File: src/rtl/bitwise_tx.sv
// bitwise_tx: MSB-first parallel-to-serial transmitter with load handshake; optional even parity bit via BITWISE_TX_PARITY_EN
module bitwise_tx #(
  parameter int WIDTH = 8
) (
  input  logic             clk,
  input  logic             reset,
  input  logic [WIDTH-1:0] load,
  input  logic             load_en,
  input  logic             en,
  output logic             ready,
  output logic             q,
  output logic             q_valid,
  output logic             done
);
  localparam int CW = $clog2(WIDTH);
`ifdef BITWISE_TX_PARITY_EN
  typedef enum logic [1:0] {IDLE, SHIFT, PARITY} state_t;
  logic par, par_d;
`else
  typedef enum logic {IDLE, SHIFT} state_t;
`endif
  state_t state, state_d;
  logic [WIDTH-1:0] sr, sr_d;
  logic [CW-1:0] cnt, cnt_d;
  logic done_d;
  // state, shift register, counter and done pulse registers
  always_ff @(posedge clk or posedge reset) begin
    if (reset) begin
      state <= IDLE;
      sr <= '0;
      cnt <= '0;
      done <= 1'b0;
`ifdef BITWISE_TX_PARITY_EN
      par <= 1'b0;
`endif
    end else begin
      state <= state_d;
      sr <= sr_d;
      cnt <= cnt_d;
      done <= done_d;
`ifdef BITWISE_TX_PARITY_EN
      par <= par_d;
`endif
    end
  end
  // next-state: load only from IDLE, advance only on en, done registered from the final consuming en
  always_comb begin
    state_d = state;
    sr_d = sr;
    cnt_d = cnt;
    done_d = 1'b0;
`ifdef BITWISE_TX_PARITY_EN
    par_d = par;
`endif
    case (state)
      IDLE: if (load_en) begin
        state_d = SHIFT;
        sr_d = load;
        cnt_d = CW'(WIDTH - 1);
`ifdef BITWISE_TX_PARITY_EN
        par_d = ^load;
`endif
      end
      SHIFT: if (en) begin
        if (cnt != '0) begin
          sr_d = {sr[WIDTH-2:0], 1'b0};
          cnt_d = cnt - CW'(1);
        end else begin
`ifdef BITWISE_TX_PARITY_EN
          state_d = PARITY;
`else
          state_d = IDLE;
          done_d = 1'b1;
`endif
        end
      end
`ifdef BITWISE_TX_PARITY_EN
      PARITY: if (en) begin
        state_d = IDLE;
        done_d = 1'b1;
      end
`endif
      default: state_d = IDLE;
    endcase
  end
  // outputs decoded from registered state only
  always_comb begin
    ready = state == IDLE;
    q_valid = state != IDLE;
`ifdef BITWISE_TX_PARITY_EN
    q = state == SHIFT ? sr[WIDTH-1] : state == PARITY ? par : 1'b0;
`else
    q = state == SHIFT ? sr[WIDTH-1] : 1'b0;
`endif
  end
endmodule

File: config.mk
export PLATFORM = sky130hd
export DESIGN_NAME = bitwise_tx
export DESIGN_NICKNAME = d
export VERILOG_FILES = /design/src/rtl/bitwise_tx.sv
export SDC_FILE = /design/constraint.sdc
export NUM_CORES = 1
export LEC_CHECK = 0
export ABC_AREA = 0
export CORE_UTILIZATION = 46
export DETAILED_ROUTE_END_ITERATION = 8
export PLACE_DENSITY = 0.75
export RECOVER_POWER = 50
export SYNTH_ARGS = -nofsm -noshare
export SYNTH_HDL_FRONTEND = slang
export SYNTH_SLANG_ARGS = --single-unit
export TNS_END_PERCENT = 30
File: constraint.sdc
create_clock -name clk -period 2 [get_ports clk]
set_clock_uncertainty 0.2 [all_clocks]
set_input_delay 0.4 -clock clk [delete_from_list [all_inputs] [get_ports clk]]
set_output_delay 0.4 -clock clk [all_outputs]
set_load 0.01 [all_outputs]
==> reports/results.env, run 1 <==
TOTALWIRELENGTH_MM=1.26
MIN_DELAY_WORST_ENDPOINT='cnt[0]'
SYNTH_AREA_SQ_UM=656
POWER_SWITCHING_SHARE=0.308
SYNTHESIS.INSTANCES=51
AREA_GROWTH_SYN_TO_LAYOUT_PCT=37.2
GRT_START_MAX_NET_PINS=14
FINAL_NETS=92
DIE_W_MICRONS=39.8
GRTUSAGEMET1=0.207
DETAIL_ROUTE.DRC_VIOLATIONS=0
CTS_BUFFER_DEPTH=2
ROW_COUNT=13
SLEW_HEADROOM=0.660
SYNTHESIS.YOSYS.WARNINGS=0
SYN-NUM-NETS=65
REG_TO_REG_CRITICAL_PATH_STARTPOINT='cnt[0]'
CPPEAKSTAGEDELAY_NS=0.47
PATH_BUF_INV=1
WORSTHOLDSTART='cnt[0]'
FILL_CELL_INSTANCE_COUNT_OF_THE_FINAL_LAYOUT=107
DIODES=0
GRTUSAGEMET3=0.0511
NUMBER_OF_ANTENNA_VIOLATIONS_AT_THE_FIRST_CHECK_IN_GLOBAL_ROUTING=0
FIN_WORST_HOLD_SLACK_NS=0.301
TIMING.CRITICAL_PATH.ARRIVAL_NS=1.36
CLOCK_POWER_SHARE=0.165
WORST_SETUP_SLACK_AFTER_LAYOUT_NS=0.0448
DETAIL_ROUTE.ITER0.VIOLATIONS=3
SETUP-TNS-FINAL_NS=0
SETUP_CP_TYPE='reg2out'
NETLIST.AREA_LEADER.SHARE=0.496
CLOCK-ROOT-BUFFER='clkbuf_4'
CTS_MADE_BUFFERS=3
DRTPASS1ITERATIONS=2
GRT_BUSIEST_LAYER='met2'
GRT_FIRST_PASS_WIRELENGTH_MM=1.93
DRIVE_ABOVE_1_SHARE=0.377
POST_SYNTH_MAIN_AREA_CONTRIBUTORS='dfrtp_1, mux2_2, o2bb2ai_4, ha_1, inv_1'
HEIGHT_OF_THE_DIE_MICRONS=39.8
STDCELL_AREA_SQ_UM=900
TIMING.FINAL.CRIT_PERIOD_NS=1.96
CRITPATHMAXFANOUT=4
WIRE_PER_INST_MICRONS=13.7
FLOORPLAN_DIE_AREA_SQ_MM=0.00158
CPLARGESTDELAYFAMILY='buffers and inverters'
FLOORPLAN.INITIALDENSITY=0.498
CTS_TREE='done'
INTERNAL_POWER_uW=699
FINALCOREUTILIZATION=0.683
DRV_SLEW=0
CRIT_SLOWEST_CELL='clkdlybuf4s50_1'
PLACEMENT.IO_BUFFERS=15
SYNTHESIZED_AREA_DIVIDED_BY_SYNTHESIZED_CELL_COUNT_SQ_UM=12.9
POSTCTSHOLDBUFS=0
RESULT_OF_THE_RUN='completed'
CRITICAL_PATH.CELL_CHAIN='and2_1 -> clkdlybuf4s50_1'
YOSYSTOPAREACELL='dfrtp_1'
HIGHEST_CLOCK_RATE_MHz=511
CLKSLEWWORSTSETUPHOLDPATHS_NS=0.09
CP_DATA_REQUIRED_TIME_NS=1.40
ANT_NETS_AFTER_ROUTE=0
SYNTH_CELL_TYPES=18
POWER_FRAC_SEQ=0.394
GRT_REMAINING_OVERFLOW=0
YS_SEQ_ELEMENTS=13
MAX_SLEW.WORST_PIN.SLEW_NS=0.510
GRT_USAGE=0.195
FINALWEIGHTEDCONGESTION=0.606
NETSWITCHINGPOWER_uW=311
PRE_CTS_WS_NS=0.00768
HPWL_MICRONS=831
TIMING.HOLD.WORST_PATH_DEPTH=1
WORST-R2R-CELL-COUNT=6
INSERTION_DELAY_NS=0.28
PLACED_CELL_AREA_SQ_UM=851
LEAKAGEPOWER_uW=0.000438
FINALCRITPERIODSHARE=0.978
CRIT-REG2REG-CAPTURE='cnt[0]'
COMB_POWER_SHARE=0.441
SETUP.WORST_PATH.END_CLASS='output port'
FF2FF_SETUP_SLACK_NS=0.22
P_PER_AREA_mW_PER_MM2=1120
ROUTED_VIA_DENSITY=4.97
MOSTFREQUENTLAYOUTCELLS='mux2_2, clkdlybuf4s50_1, dfrtp_1'
USE_MET2=0.344
PEAK_IR_DROP_ON_THE_VDD_NETWORK_uV=622
CTS_MAX_LEVEL=1
CTS_SINKS=13
MAXCAPVIOLCOUNT=0
SEQUENTIAL_AREA_SQ_UM=327
SYNTH_SEQUENTIAL_AREA_RATIO=0.496
DESIGN.CORE.AREA_SQ_MM=0.00132
IO_PINS=16
DR_TOTAL_VIAS=457
START_KIND='flop'
FINAL-SETUP-VIOL-COUNT=0
MULTI_INPUT_COMB_AREA_SQ_UM=298
MIN_PATH_TYPE='reg2reg'
GRT_PASS1_VIAS=471
FINAL-HOLD-VIOLATION-COUNT=0
## metal layers
| layer | vias to the layer above | share of wire |
|---|---|---|
| li1 | 229 | - |
| met4 | 0 | 0 |
| met3 | 0 | 0.031 |
| met1 | 218 | 0.45 |
| met2 | 10 | 0.52 |
| met5 | - | 0 |
## synth_stat cells
master / n
a221o_1: 1
a2bb2oi_1: 1
and2_1: 1
and3_1: 1
buf_6: 1
dfrtp_1: 13
ha_1: 2
inv_1: 5
mux2_2: 14
nand2_1: 1
nand3_1: 2
nor2_1: 3
nor2b_2: 1
nor3_1: 1
o21a_1: 1
o21ai_0: 1
o2bb2ai_4: 1
or3_2: 1
## layout make-up
class                   count  area share
clock buffers               3      0.0250
clock inverters             1     0.00556
inverters                   5      0.0209
multi-input cells          32       0.331
flip-flops and latches     13       0.363
well taps                  15      0.0209
repair buffers             23       0.234
## metrics by stage
step | std cells | power, uW
after floorplan | 51 | 693
after detailed placement | 85 | 830
after global routing | 92 | 1090
after CTS | 91 | 1010
final | 92 | 1010
after global placement | 85 | 818
## worst max-delay path by stage
| stage | cells past startpoint | startpoint | to | slack, ns |
|---|---|---|---|---|
| floorplan | 5 | cnt[0] | sr[1] | 0.34 |
| global placement | 4 | en | sr[2] | 0.02 |
| detailed placement | 4 | en | sr[7] | 0.008 |
| CTS | 2 | q_valid | q | 0.03 |
| global route | 2 | q_valid | q | -0.003 |
| finish | 2 | q_valid | q | 0.04 |
## power by group through the flow
| stage | Combinational [uW] | Sequential [uW] | Clock [uW] |
|---|---|---|---|
| 6_report | 446 | 398 | 166 |
| 5_1_grt | 488 | 409 | 188 |
| 4_1_cts | 441 | 403 | 168 |
| 3_5_place_dp | 415 | 415 | 0 |
| 3_3_place_gp | 408 | 410 | 0 |
| 2_1_floorplan | 297 | 396 | 0 |
## flip-flops by register name, summed over array words and instances (netlist names)
register / flops
done: 1
cnt: 3
q_valid: 1
sr: 8
## repair_timing
item / 4_1_cts / 5_1_grt
resized for setup: 1 / 0
endpoints found under the setup margin: 3 / 1
hold endpoints to repair: 0 / 0
buffers inserted: 2 / 1
## logic make-up (layout without fill, tap and decap cells)
family,count (synthesis),count (layout),synth area share
fa+ha+maj,2,2,0.0382
compound gates,5,5,0.0897
buf+inv,6,32,0.0458
simple gates,11,11,0.0897
mux,14,14,0.240
flops,13,13,0.496
(Power assumes the default switching activity.)
==> run 2, diff against run 1 <==
Settings changed: SLEW_MARGIN from default to 25.
==> results of run 2 <==
Final layout, timing and power as in run 1 (identical DEF).
